===== config.mk =====
export PLATFORM = sky130hd
export DESIGN_NAME = button_oneshot_bank
export DESIGN_NICKNAME = d
export VERILOG_FILES = /design/src/rtl/button_oneshot_bank_pkg.sv /design/src/rtl/button_oneshot_bank_channel.sv /design/src/rtl/button_oneshot_bank.sv
export SDC_FILE = /design/constraint.sdc
export NUM_CORES = 1
export LEC_CHECK = 0
export ABC_AREA = 1
export CORE_MARGIN = 4
export CORE_UTILIZATION = 45
export CTS_CLUSTER_SIZE = 12
export DETAILED_ROUTE_END_ITERATION = 10
export DONT_BUFFER_PORTS = 1
export PLACE_DENSITY = 0.62
export SLEW_MARGIN = 20
export SYNTH_ARGS = -nofsm -noshare
export SYNTH_HDL_FRONTEND = slang
export SYNTH_HIERARCHICAL = 1
export SYNTH_SLANG_ARGS = --single-unit
export TNS_END_PERCENT = 1

===== constraint.sdc =====
create_clock -name clk -period 1.1 [get_ports clk]
set_input_delay 0.055 -clock clk [delete_from_list [all_inputs] [get_ports clk]]
set_output_delay 0.055 -clock clk [all_outputs]
set_load 0.03 [all_outputs]

===== src/rtl/button_oneshot_bank_pkg.sv =====
// Shared types and helpers for the button one-shot bank.
package btn_pkg;

  typedef enum logic [1:0] {
    IDLE        = 2'd0,
    PRESS_DEB   = 2'd1,
    PRESSED     = 2'd2,
    RELEASE_DEB = 2'd3
  } btn_state_e;

  // Counter width for values 0..v-1, never narrower than one bit.
  function automatic int unsigned clog2_min1(input int unsigned v);
    return (v <= 1) ? 1 : $clog2(v);
  endfunction

endpackage


===== src/rtl/button_oneshot_bank_channel.sv =====
// One button channel: 2-flop synchroniser, debounce FSM, press/repeat pulse
// and a clearable toggle.
module button_channel
  import btn_pkg::*;
#(
  parameter int unsigned DEBOUNCE_CYCLES = 16,
  parameter bit          ACTIVE_LOW      = 1'b1,
  parameter int unsigned REPEAT_DELAY    = 0,
  parameter int unsigned REPEAT_PERIOD   = 8
) (
  input  logic clk,
  input  logic rst,
  input  logic btn_in,
  input  logic clr_toggle,
  output logic pulse,
  output logic toggle_q,
  output logic held
);

  localparam int unsigned DW   = clog2_min1(DEBOUNCE_CYCLES);
  localparam int unsigned RMAX = (REPEAT_DELAY > REPEAT_PERIOD) ? REPEAT_DELAY : REPEAT_PERIOD;
  localparam int unsigned RW   = clog2_min1(RMAX);

  localparam logic [DW-1:0] DB_LAST   = DW'(DEBOUNCE_CYCLES - 1);
  localparam logic [RW-1:0] RD_LAST   = RW'((REPEAT_DELAY  > 0) ? REPEAT_DELAY  - 1 : 0);
  localparam logic [RW-1:0] RP_LAST   = RW'((REPEAT_PERIOD > 0) ? REPEAT_PERIOD - 1 : 0);
  localparam bit            REPEAT_EN = (REPEAT_DELAY != 0);
  localparam logic          IDLE_LVL  = ACTIVE_LOW;

  btn_state_e    state_q, state_d;
  logic          sync1_q, sync1_d;
  logic          sync2_q, sync2_d;
  logic [DW-1:0] dcnt_q, dcnt_d;
  logic [RW-1:0] rcnt_q, rcnt_d;
  logic          rfirst_q, rfirst_d;
  logic          pulse_q, pulse_d;
  logic          toggle_d;
  logic          act;
  logic          press_acc;
  logic [DW-1:0] dcnt_inc;
  logic [RW-1:0] rcnt_inc;
  logic [RW-1:0] rcnt_lim;

  always_comb begin
    sync1_d  = btn_in;
    sync2_d  = sync1_q;
    act      = sync2_q ^ ACTIVE_LOW;
    // Saturating increments: counters hold at all-ones rather than wrapping.
    dcnt_inc = (dcnt_q == '1) ? dcnt_q : dcnt_q + 1'b1;
    rcnt_inc = (rcnt_q == '1) ? rcnt_q : rcnt_q + 1'b1;
    rcnt_lim = rfirst_q ? RD_LAST : RP_LAST;
  end

  always_comb begin
    state_d   = state_q;
    dcnt_d    = dcnt_q;
    rcnt_d    = rcnt_q;
    rfirst_d  = rfirst_q;
    pulse_d   = 1'b0;
    press_acc = 1'b0;
    unique case (state_q)
      IDLE: begin
        if (act) begin
          state_d = PRESS_DEB;
          dcnt_d  = '0;
        end
      end
      PRESS_DEB: begin
        if (!act) begin
          state_d = IDLE;
        end else if (dcnt_q == DB_LAST) begin
          state_d   = PRESSED;
          pulse_d   = 1'b1;
          press_acc = 1'b1;
          rcnt_d    = '0;
          rfirst_d  = 1'b1;
        end else begin
          dcnt_d = dcnt_inc;
        end
      end
      PRESSED: begin
        if (!act) begin
          state_d = RELEASE_DEB;
          dcnt_d  = '0;
        end else if (REPEAT_EN) begin
          if (rcnt_q == rcnt_lim) begin
            pulse_d  = 1'b1;
            rcnt_d   = '0;
            rfirst_d = 1'b0;
          end else begin
            rcnt_d = rcnt_inc;
          end
        end
      end
      RELEASE_DEB: begin
        if (act) begin
          state_d  = PRESSED;
          rcnt_d   = '0;
          rfirst_d = 1'b1;
        end else if (dcnt_q == DB_LAST) begin
          state_d = IDLE;
        end else begin
          dcnt_d = dcnt_inc;
        end
      end
      default: state_d = IDLE;
    endcase
    // A clear in the same cycle as an accepted press takes priority.
    toggle_d = clr_toggle ? 1'b0 : (toggle_q ^ press_acc);
  end

  always_ff @(posedge clk) begin
    if (rst) begin
      state_q  <= IDLE;
      sync1_q  <= IDLE_LVL;
      sync2_q  <= IDLE_LVL;
      dcnt_q   <= '0;
      rcnt_q   <= '0;
      rfirst_q <= 1'b1;
      pulse_q  <= 1'b0;
      toggle_q <= 1'b0;
    end else begin
      state_q  <= state_d;
      sync1_q  <= sync1_d;
      sync2_q  <= sync2_d;
      dcnt_q   <= dcnt_d;
      rcnt_q   <= rcnt_d;
      rfirst_q <= rfirst_d;
      pulse_q  <= pulse_d;
      toggle_q <= toggle_d;
    end
  end

  assign pulse = pulse_q;
  assign held  = (state_q == PRESSED) || (state_q == RELEASE_DEB);

endmodule


===== src/rtl/button_oneshot_bank.sv =====
// Bank of N_CH independent debounced push-button channels with one-shot
// press pulses, toggle state and optional auto-repeat.
module button_oneshot_bank #(
  parameter int unsigned N_CH            = 4,
  parameter int unsigned DEBOUNCE_CYCLES = 16,
  parameter bit          ACTIVE_LOW      = 1'b1,
  parameter int unsigned REPEAT_DELAY    = 0,
  parameter int unsigned REPEAT_PERIOD   = 8
) (
  input  logic            clk,
  input  logic            rst,
  input  logic [N_CH-1:0] btn_in,
  input  logic [N_CH-1:0] clr_toggle,
  output logic [N_CH-1:0] pulse,
  output logic [N_CH-1:0] toggle_q,
  output logic [N_CH-1:0] held
);

  for (genvar i = 0; i < N_CH; i++) begin : g_ch
    button_channel #(
      .DEBOUNCE_CYCLES (DEBOUNCE_CYCLES),
      .ACTIVE_LOW      (ACTIVE_LOW),
      .REPEAT_DELAY    (REPEAT_DELAY),
      .REPEAT_PERIOD   (REPEAT_PERIOD)
    ) u_ch (
      .clk        (clk),
      .rst        (rst),
      .btn_in     (btn_in[i]),
      .clr_toggle (clr_toggle[i]),
      .pulse      (pulse[i]),
      .toggle_q   (toggle_q[i]),
      .held       (held[i])
    );
  end

endmodule


# After elaboration in Yosys (flattened, before gate mapping)
# Cells that the tools add are included.
[totals]
elab_cells = 156
inputBits = 10
output_inout_bits = 12
register_bits = 40
[op_classes]
n_eq_ne = 40
add_sub_neg = 4
n_reduce_logical = 20
n_mux = 64
n_bitwise = 4
[op_table]
columns = ["cell", "count"]
rows = [
  ["4-bit two-way mux", 20],
  ["4-bit case mux with 4 select lines", 4],
  ["2-bit two-way mux", 24],
  ["2-bit case mux with 4 select lines", 4],
  ["4-bit AND reduction", 8],
  ["4-bit by 1-bit adder with 4-bit output (second input constant)", 4],
  ["2-bit == test (second input constant)", 8],
  ["4-bit == test (second input constant)", 4],
  ["2-bit by 1-bit inequality test with 1-bit output (second input constant)", 8],
  ["2-bit inequality test (second input constant)", 8],
  ["1-bit two-way mux", 12],
  ["3-bit by 1-bit inequality test with 1-bit output (second input constant)", 4],
  ["3-bit inequality test (second input constant)", 4],
  ["2-bit by 1-bit == test with 1-bit output (second input constant)", 4],
  ["2-bit zero test", 4],
  ["2-bit OR reduction", 4],
  ["1-bit logical OR", 4],
  ["1-bit bitwise XOR", 4],
]

# Depth between registers and ports, before layout
# Gate-level depths: netlist (run 1).
[logic_depth]
word_depth = 5
mapped_depth = 7
depth_no_buf = 7

# Modules after synthesis
# Netlist (run 1), hierarchy kept.
[by_module_without_submodules]
columns = ["mod", "area_per_inst_um2", "instances", "cells_per_inst", "seq_area_each_um2"]
rows = [
  ["button_channel", 465.4, 4, 59, 200.2],
]

# Worst setup path before layout (run 1)
# Ideal clock, no wire load.
[synth_timing]
path_type = "reg2reg"
start = "register g_ch[0].u_ch.dcnt_q[0]"
end = "register g_ch[0].u_ch.toggle_q"
synth_period_minus_slack_ns = 1.087
n_path_buf = 0
t_arrival_ns = 0.971
path_stages_with_launch = 7
setup_time_ns = 0.116
required_time_ns = 0.984
setup_slack_ns = 0.013
path_cell_list = "dfxtp_1 -> ha_1 -> nand4_4 -> inv_1 -> nand3_1 -> nand2_1 -> nor2_1"
[synth_via]
elab_chain_len = 5
[synth_rtl]
columns = ["element", "line", "rtl"]
rows = [
  ["start: declaration", "button_oneshot_bank_channel.sv:33", "logic [DW-1:0] dcnt_q, dcnt_d;"],
  ["start signal: assignment", "button_oneshot_bank_channel.sv:126", "dcnt_q <= dcnt_d;"],
  ["4-bit == test", "button_oneshot_bank_channel.sv:71", "end else if (dcnt_q == DB_LAST) begin"],
  ["1-bit two-way mux", "button_oneshot_bank_channel.sv:71", ""],
  ["1-bit two-way mux", "button_oneshot_bank_channel.sv:69", "if (!act) begin"],
  ["1-bit two-way mux", "button_oneshot_bank_channel.sv:61", "unique case (state_q)"],
  ["1-bit bitwise XOR", "button_oneshot_bank_channel.sv:109", "toggle_d = clr_toggle ? 1'b0 : (toggle_q ^ press_acc);"],
  ["end signal: assignment", "button_oneshot_bank_channel.sv:130", "toggle_q <= toggle_d;"],
  ["end: declaration", "button_oneshot_bank_channel.sv:16", "output logic toggle_q,"],
]
# No other way between the ends.
# A chain may end at the register's enable or synchronous reset.

==> summary.md, run 1 <==
| Metric | Value |
|---|---|
| TritonCTS clock tree | done |
| Crit path kind | flip-flop to flip-flop |
| Yosys reg bits | 40 |
| Avg Inst Size Synth | 7.89 sq um |
| YS warnings | 6 |
| Via count | 1,464 |
| ANT nets after route | 0 |
| Sequential cell area fraction in the yosys report | 43.0% |
| Initial core utilization | 46.5% |
| Vias per inst | 4.63 |
| I/O Buffers | 0 |
| Power Density | 1090 mW/mm^2 |
| CTS root buffer | clkbuf_8 |
| Ratio of cells with drive above 1 in the final layout | 30.8% |
| Clock Tree Buf Depth | 2 |
| Wirelength, routed | 3.28 mm |
| Wire per inst | 10.4 um |
| Synthesized area | 0.00186 sq mm |
| Cell Count, Final, Fillers Out | 316 |
| DRT iter0 DRCs | 55 |
| Area growth syn-to-layout | 24.3% |
| First-pass GRT wire length | 5.64 mm |
| Final slew viol count | 0 |
| Unrepaired setup endpoints after global routing | yes |
| Critical path cell sequence | ha_4, nand4_4, buf_4, nand2_1, a21oi_1 |
| Mapped Cells | 236 |
| Final HPWL DP | 2.29 mm |
| DRC violations left | 0 |
| Placeable Area | 0.00400 sq mm |
| Die ar. | 0.00523 sq mm |
| Max-slew headroom | 80.1% |
| Boundary Pins | 22 |
| CTS clk-pin slew, worst paths | 0.07 ns |
| Leakage power | 1.03 nW |
| Worst Skew | 0.00192 ns |
| CTS H-tree depth | 2 |
| Vert. Die Dim | 72.3 um |
| Crit path buf inv count | 1 |
| Row count | 23 |
| Syn_nets | 250 |
| Antenna Diode Count | 0 |
| CTS Buf Count | 5 |
| Tcrit/Tclk final | 97.4% |
| Setup crit start kind | flip-flop |
| Worst slew pin tran | 0.298 ns |
| Final RePlAce weighted congestion | 0.845 |
| Total Power | 0.00253 W |
| Number of global-route vias before repair | 1,372 |
| Hold WC Path Type | input pin to flip-flop |
| Final Hold Viols | 0 |
| Clock Sink Count | 40 |
| CP peak stage delay | 0.36 ns |
| GRT overflow | 0 |
| Critical Path RT | 1.28 ns |
| Maximum operating frequency | 0.934 GHz |
| Router iterations before antenna repair | 4 |
| Worst path arrival time | 1.25 ns |
| Final Setup Violations | 0 |
| Peak VDD IR | 0.000604 V |
| Gr usage total | 13.7% |
| Distinct cells, synth | 18 |
| Antenna violations before repair | 0 |
| Worst-Skew Late Latency | 0.28 ns |
| Max_cap viols | 0 |
| Dpl cells | 301 |
| Status | finished, final reports clean |
| CP top delay family | flip-flops |
| Crit-path max FO | 8 |
| Crit-path slowest cell | dfxtp_2 |
| Pin count of the biggest net entering global routing | 29 |
| Chip Width | 72.3 um |
| # nets final | 282 |
| Minimum clock period | 1.07 ns |
| Crit end category | flip-flop |
cells in the mapped netlist:
library cell | instances | area share [%]
nand2_4 | 8 | 4.8
dfxtp_1 | 40 | 43
nand4_4 | 4 | 4.6
a21oi_1 | 8 | 2.2
o21ai_1 | 8 | 2.2
clkbuf_1 | 4 | 0.81
nor2_1 | 20 | 4.0
ha_1 | 4 | 2.7
inv_2 | 4 | 0.81
nand4_1 | 4 | 1.3
nand3_1 | 16 | 4.3
nand3b_1 | 4 | 1.6
or2_2 | 8 | 2.7
inv_1 | 40 | 8.1
nand2_1 | 52 | 10
nor3_1 | 4 | 1.1
a21oi_2 | 4 | 1.9
a21oi_4 | 4 | 3.5
stage by stage:
stage | setup WS (ns) | TNS, ns | instance area [sq um] | hold WS [ns] | util (%)
2_1_floorplan | 0.0132 | 0 | 1860 | 0.124 | -
3_3_place_gp | -0.0361 | -0.0904 | 2050 | 0.129 | 51.3
3_5_place_dp | -0.0625 | -0.279 | 2050 | 0.129 | 51.3
4_1_cts | -0.0265 | -0.0569 | 2250 | 0.0259 | 56.2
5_1_grt | -0.0310 | -0.102 | 2310 | 0.0364 | 57.8
6_report | 0.0291 | 0 | 2310 | 0.0332 | 57.8
routing by layer:
| layer | track usage (%) | vias up | part of all wire, % |
|---|---|---|---|
| li1 | - | 790 | - |
| met5 | 0 | - | 0 |
| met2 | 23.3 | 21 | 48 |
| met1 | 15.8 | 647 | 46 |
| met3 | 3.60 | 6 | 4.3 |
| met4 | 6.89 | 0 | 2.0 |
cells in the final DEF (no fill, tap or decap), drive strengths merged:
cell	n
buf	21
inv	44
nand3	16
a21oi	16
dfxtp	40
nor3	4
or2	8
ha	4
clkbuf	5
nand2	60
o21ai	8
nand4	8
nand3b	4
dlygate4sd3	8
nor2	20
logic make-up (layout without fill, tap and decap cells):
logic type	Yosys count	count (layout)	share of synthesized area, %
and+or+nand+nor	120	120	34.9
DFF	40	40	43.0
adders and majority gates	4	4	2.69
buffers and inverters	48	78	9.68
AOI/OAI and AO/OA	24	24	9.68
final cells by class:
cell class / count / area (sq um)
Inverter: 44 / 165
Fill cell: 370 / 1690
Clock buffer: 5 / 68.8
Tap cell: 50 / 62.6
Multi-Input combinational cell: 148 / 953
Sequential cell: 40 / 813
Timing Repair Buffer: 29 / 250
worst reg2reg max path: stages (launching register included):
cell and delay [ns]:
dfxtp_2 0.36, ha_4 0.16, nand4_4 0.17, buf_4 0.18
nand2_1 0.05, a21oi_1 0.05
path summary, 6_finish.rpt:
| path | startpoint | endpoint | slack [ns] | cells after the start |
|---|---|---|---|---|
| setup / recovery | g_ch[2].u_ch/dcnt_q[1]$_SDFFE_PP0P_ | flip-flop | 0.03 | 5 |
| hold / removal | rst | flip-flop | 0.03 | 2 |
| setup reg to reg | g_ch[2].u_ch/dcnt_q[1]$_SDFFE_PP0P_ | flip-flop | 0.03 | 5 |
| hold reg to reg | g_ch[3].u_ch/sync1_q$_SDFF_PP1_ | g_ch[3].u_ch/sync2_q$_SDFF_PP1_ | 0.41 | 1 |
timing repair:
action | in CTS | in global routing
setup endpoints to repair | 13 | 23
hold endpoints to repair | 40 | 0
hold buffers | 9 | 0
resized for setup | 10 | 19
pin swaps | 1 | 3
setup buffers | 0 | 1
report_power, final:
| group | internal, W | total, W | switching (W) | leakage [nW] |
|---|---|---|---|---|
| sequential | 0.00147 | 0.00149 | 0.0000169 | 0.329 |
| combinational | 0.0000869 | 0.000188 | 0.000101 | 0.665 |
| clock | 0.000408 | 0.000854 | 0.000446 | 0.0359 |
sequential cells by signal, indices dropped and copies added, names as in the netlist, named ones only:
| name | count |
|---|---|
| g_ch.u_ch/state_q | 4 |
| g_ch.u_ch/sync1_q | 4 |
| g_ch.u_ch/pulse | 4 |
| g_ch.u_ch/toggle_q | 4 |
| g_ch.u_ch/dcnt_q | 16 |
| g_ch.u_ch/sync2_q | 4 |
(Power assumes the default switching activity.)
==> run 2: changes to the inputs <==
Settings changed: PLACE_DENSITY 0.62 to 0.59.
==> summary.md, run 2 (same netlist as run 1, synthesis figures left out) <==
| Metric | Value |
|---|---|
| Status | finished, final reports clean |
| Row count | 23 (unchanged) |
| Wirelength, routed | 3.35 mm (+2.3%) |
| Fin util | 60.0% (+2.2 points) |
| Post-CTS setup buffers | 0 (unchanged) |
| Crit path kind | flip-flop to flip-flop |
| Clock share of power | 43.7% (+10 points) |
| Final Setup Violations | 0 (unchanged) |
| Area occupied by registers | 815 sq um (+0.15%) |
| Area of the multi-input gates | 953 sq um (unchanged) |
| Largest register by flop count | g_ch.u_ch/dcnt_q |
| Setup crit start kind | flip-flop |
| Combinational share of power | 6.7% (-0.7 points) |
| Unrepaired setup endpoints after global routing | yes |
| Final HPWL DP | 2.22 mm (-3.0%) |
| Wire per inst | 10.4 um (+0.70%) |
| Chip Width | 72.3 um (unchanged) |
| Antenna Diode Count | 0 (unchanged) |
| Clock Tree Buf Depth | 2 (unchanged) |
| Hold WC Path Type | input pin to flip-flop |
| Final Hold Viols | 0 (unchanged) |
| Antenna violations before repair | 0 (unchanged) |
| Beginning of the worst hold path | rst |
| Worst hold slack | 0.0167 ns (-0.0165 ns) |
| Crit-path max FO | 8 (unchanged) |
| GRT overflow | 0 (unchanged) |
| Final RePlAce weighted congestion | 0.742 (-12%) |
| Power Density | 1250 mW/mm^2 (+14%) |
| Initial core utilization | 46.5% (unchanged) |
| CTS clk-pin slew, worst paths | 0.08 ns (about the same) |
| Router iterations before antenna repair | 4 (unchanged) |
| Gr usage total | 13.6% (-0.14 points) |
| Max-slew headroom | 79.8% (-0.29 points) |
| Maximum operating frequency | 0.946 GHz (+1.4%) |
| Area growth syn-to-layout | 29.0% |
| TritonCTS clock tree | done |
| Leakage power | 1.07 nW (+4.0%) |
| Fillers | 345 (-6.8%) |
| Ratio of cells with drive above 1 in the final layout | 31.0% (+0.17 points) |
| Largest register FFs | 16 (unchanged) |
| CP startpoint | g_ch[2].u_ch/dcnt_q[1]$_SDFFE_PP0P_ |
| Post-Place Worst Slack | -0.0597 ns (+0.00278 ns) |
| First-pass GRT wire length | 5.71 mm (+1.1%) |
| Number of global-route vias before repair | 1,404 (+2.3%) |
| Tcrit/Tclk final | 96.1% (-1.3 points) |
| # nets final | 284 (+0.71%) |
| Flop pwr share | 49.7% (-9.1 points) |
| CTS H-tree depth | 2 (unchanged) |
| Placeable Area | 0.00400 sq mm (unchanged) |
| DRC violations left | 0 (unchanged) |
| Worst Skew | 0.00500 ns (+0.00308 ns) |
| Switch Pwr | 0.000623 W (+11%) |
| Worst flop-to-flop path startpoint | g_ch[2].u_ch/dcnt_q[1]$_SDFFE_PP0P_ |
| Via count | 1,494 (+2.0%) |
| Commonest non-fill, non-tap cell in the layout | nand2_1 |
| Worst Setup Slack, final | 0.0434 ns (+0.0143 ns) |
| Pint | 0.00237 W (+20%) |
| DRT iter0 DRCs | 42 (-24%) |
| CTS Buf Count | 5 (unchanged) |
| Die ar. | 0.00523 sq mm (unchanged) |
| Switching Share | 20.8% (-1.4 points) |
| Vias per inst | 4.65 (+0.46%) |
| Max_cap viols | 0 (unchanged) |
| Crit end category | flip-flop |
| Critical Path RT | 1.29 ns (about the same) |
| Commonest cells after routing, fill and taps aside | nand2_1 (47), inv_1 (36), dfxtp_1 (31) |
| CTS root buffer | clkbuf_8 |
| I/O Buffers | 0 (unchanged) |
| Peak VDD IR | 0.000944 V (+56%) |
| Vert. Die Dim | 72.3 um (unchanged) |
| Pin count of the biggest net entering global routing | 29 (unchanged) |
| Minimum clock period | 1.06 ns (-0.0143 ns) |
| Clock Sink Count | 40 (unchanged) |
| Worst path arrival time | 1.24 ns (about the same) |
| Boundary Pins | 22 (unchanged) |
| Worst-Skew Late Latency | 0.29 ns (about the same) |
| Final slew viol count | 0 (unchanged) |
| ANT nets after route | 0 (unchanged) |
| Worst slew pin tran | 0.302 ns (+0.00433 ns) |
==> run 2: layer usage <==
layer / wire length, um / track usage (%)
met3: 170 / 4.57
met4: 30 / 3.97
met1: 1650 / 16.9
met5: 0 / 0
met2: 1500 / 22.1
==> run 2: per-stage QoR <==
stage | std cells | area (sq um) | total power, W | setup TNS [ns]
floorplan | 236 | 1860 | 0.00163 | 0
global placement | 300 | 2040 | 0.00166 | -0.0775
detailed placement | 300 | 2040 | 0.00166 | -0.154
CTS | 320 | 2320 | 0.00300 | -0.00927
global route | 321 | 2400 | 0.00311 | -0.168
finish | 321 | 2400 | 0.00299 | 0
==> run 2: final timing paths <==
kind	to	slack (ns)	cells after the start
worst min register to register	g_ch[1].u_ch/sync2_q$_SDFF_PP1_	0.41	1
worst max-delay path	g_ch[2].u_ch/toggle_q$_SDFF_PP0_	0.04	6
worst min-delay path	flip-flop	0.02	2
worst max register to register	g_ch[2].u_ch/toggle_q$_SDFF_PP0_	0.04	6
==> run 2: critical path, cell delays in order (launching register included) <==
cell     delay, ns
dfxtp_4       0.37
ha_4          0.15
nand4_4       0.16
inv_2         0.12
nand3_2       0.07
nand2_2       0.06
nor2_1        0.03
==> run 2: repair_timing <==
item / 4_1_cts / 5_1_grt
gates resized for setup: 11 / 20
endpoints found under the hold margin: 40 / 30
hold buffers: 12 / 1
pin swaps: 0 / 3
setup endpoints to repair: 14 / 25
==> run 2: area by class of cell <==
type / count / area share (%)
multi-input cells: 148 / 39.7
flip-flops and latches: 40 / 33.9
repair buffers: 31 / 11.6
inverters: 44 / 6.88
clock buffers: 7 / 4.01
well taps: 50 / 2.61
clock inverters: 1 / 1.25
==> run 2: power by group through the flow <==
stage	clock, W	combinational (W)	sequential [W]
floorplan	0	0.000110	0.00152
global placement	0	0.000139	0.00152
detailed placement	0	0.000137	0.00152
CTS	0.00134	0.000171	0.00149
global route	0.00140	0.000227	0.00149
finish	0.00131	0.000199	0.00149
==> run 3: changes to the inputs <==
==> constraint.sdc (replaced) <==
create_clock -name clk -period 0.9 [get_ports clk]
set_input_delay 0.045 -clock clk [delete_from_list [all_inputs] [get_ports clk]]
set_output_delay 0.045 -clock clk [all_outputs]
set_load 0.05 [all_outputs]
==> summary.md, run 3 (same netlist as run 1, synthesis figures left out) <==
| Metric | Value |
|---|---|
| Worst Setup Slack, final | -0.163 ns (-0.206 ns) |
| Crit end category | flip-flop |
| CP startpoint | g_ch[3].u_ch/dcnt_q[0]$_SDFFE_PP0P_ |
| I/O Buffers | 0 (unchanged) |
| Ratio of cells with drive above 1 in the final layout | 40.4% (+9.4 points) |
| Final Setup Violations | 31 (+31) |
| Vert. Die Dim | 72.3 um (unchanged) |
| Power Density | 1280 mW/mm^2 (+2.4%) |
| Worst Skew | 0.00242 ns (-0.00258 ns) |
| Hold Crit Depth | 1 (-1) |
| Hold WC Path Type | input pin to flip-flop |
| TritonCTS clock tree | done |
| Worst flop-to-flop path startpoint | g_ch[3].u_ch/dcnt_q[0]$_SDFFE_PP0P_ |
| Clock Tree Buf Depth | 2 (unchanged) |
| Crit-path slowest cell | dfxtp_4 |
| Placeable Area | 0.00400 sq mm (unchanged) |
| Antenna Diode Count | 0 (unchanged) |
| Max-slew headroom | 87.3% (+7.5 points) |
| Maximum operating frequency | 0.941 GHz (-0.61%) |
| DRT iter0 DRCs | 52 (+24%) |
| Final Hold Viols | 30 (+30) |
| # nets final | 300 (+5.6%) |
| CTS clk-pin slew, worst paths | 0.07 ns (about the same) |
| Critical Path RT | 1.08 ns (-0.21 ns) |
| CTS Buf Count | 5 (unchanged) |
| Final HPWL DP | 2.38 mm (+7.0%) |
| Max_cap viols | 0 (unchanged) |
| Minimum clock period | 1.06 ns (+0.00646 ns) |
| ANT nets after route | 0 (unchanged) |
| Row count | 23 (unchanged) |
| Largest register FFs | 16 (unchanged) |
| Leakage power | 1.14 nW (+6.9%) |
| CTS H-tree depth | 2 (unchanged) |
| Wirelength, routed | 3.63 mm (+8.2%) |
| Worst-Skew Late Latency | 0.28 ns (about the same) |
| Final RePlAce weighted congestion | 0.792 (+6.8%) |
| Number of global-route vias before repair | 1,557 (+11%) |
| Crit path kind | flip-flop to flip-flop |
| Gr usage total | 15.8% (+2.2 points) |
| Wire per inst | 10.8 um (+3.1%) |
| Worst hold slack | -0.191 ns (-0.207 ns) |
| Tcrit/Tclk final | 118% (+22 points) |
| CP top delay family | flip-flops |
| Post-Place Worst Slack | -0.127 ns (-0.0669 ns) |
| Router iterations before antenna repair | 4 (unchanged) |
| DRC violations left | 0 (unchanged) |
| CTS root buffer | clkbuf_8 |
| Critical path cell sequence | ha_4, nand4_4, inv_2, nand3_2, nand2_2, nor2_1 |
| First-pass GRT wire length | 6.63 mm (+16%) |
| Setup crit start kind | flip-flop |
| Boundary Pins | 22 (unchanged) |
| Crit-path max FO | 8 (unchanged) |
| Worst slew pin tran | 0.190 ns (-0.112 ns) |
| Commonest non-fill, non-tap cell in the layout | nand2_1 |
| Vias per inst | 4.71 (+1.2%) |
| CP peak stage delay | 0.37 ns (about the same) |
| Failing checks | negative hold slack, negative setup slack |
| Largest register by flop count | g_ch.u_ch/dcnt_q |
| Peak VDD IR | 0.000917 V (-2.9%) |
| GRT overflow | 0 (unchanged) |
| Register-to-register setup slack | -0.16 ns (-0.21 ns) |
| Via count | 1,588 (+6.3%) |
| Final slew viol count | 0 (unchanged) |
| Worst path arrival time | 1.24 ns (about the same) |
| Unrepaired setup endpoints after global routing | yes |
| Area growth syn-to-layout | 37.6% |
| Pin count of the biggest net entering global routing | 29 (unchanged) |
| Status | complete, but fails checks |
| Chip Width | 72.3 um (unchanged) |
| Beginning of the worst hold path | rst |
| Commonest cells after routing, fill and taps aside | nand2_1 (47), inv_1 (35), buf_4 (26) |
| R2R depth | 6 (unchanged) |
| Antenna violations before repair | 0 (unchanged) |
| Crit path buf inv count | 1 (unchanged) |
| Crit path depth | 6 (unchanged) |
| Die ar. | 0.00523 sq mm (unchanged) |
| Initial core utilization | 46.5% (unchanged) |
| Clock Sink Count | 40 (unchanged) |
[run 3: final timing paths]
check	to
setup reg to reg	g_ch[3].u_ch/toggle_q$_SDFF_PP0_
hold / removal	flip-flop
hold reg to reg	g_ch[0].u_ch/sync2_q$_SDFF_PP1_
setup / recovery	g_ch[3].u_ch/toggle_q$_SDFF_PP0_
[run 3: metal layers]
metal	GRT usage (%)	share of wire, %	vias to the layer above
met3	4.29	4.6	6
met1	18.1	46	718
met5	0	0	-
met2	27.1	48	30
li1	-	-	834
met4	7.31	1.6	0
[run 3: layout make-up]
cell class                      instances  area, sq um
Sequential cell                        40          835
Inverter                               44          165
Clock buffer                            8         90.1
Timing Repair Buffer                   47          428
Tap cell                               50         62.6
Multi-Input combinational cell        148          981
Fill cell                             352         1440
[run 3: timing repair]
item	CTS	global route
endpoints found under the setup margin	33	37
hold endpoints to repair	40	31
resized for setup	17	18
hold buffers	11	1
pin swaps	3	0
cloned	0	0
setup buffers	1	0
[run 3: power breakdown]
part | leakage, nW | internal [W] | switching (W)
combinational | 0.764 | 0.000122 | 0.000109
sequential | 0.335 | 0.00179 | 0.0000224
clock | 0.0455 | 0.000626 | 0.000599
[run 3: worst reg2reg max path, stage by stage, from the launching register on]
cell     delay (ns)
dfxtp_4        0.37
ha_4           0.14
nand4_4        0.13
inv_2          0.12
nand3_2        0.08
nand2_2        0.08
nor2_1         0.04
[run 3: stage by stage]
step	std cells	utilization [%]	total power (W)	setup TNS [ns]	area [sq um]
floorplan	236	-	0.00200	-0.568	1950
global placement	316	56.2	0.00204	-1.72	2250
detailed placement	316	56.2	0.00205	-2.09	2250
CTS	336	62.6	0.00332	-2.32	2500
global route	337	64.0	0.00342	-4.80	2560
finish	337	64.0	0.00327	-2.32	2560
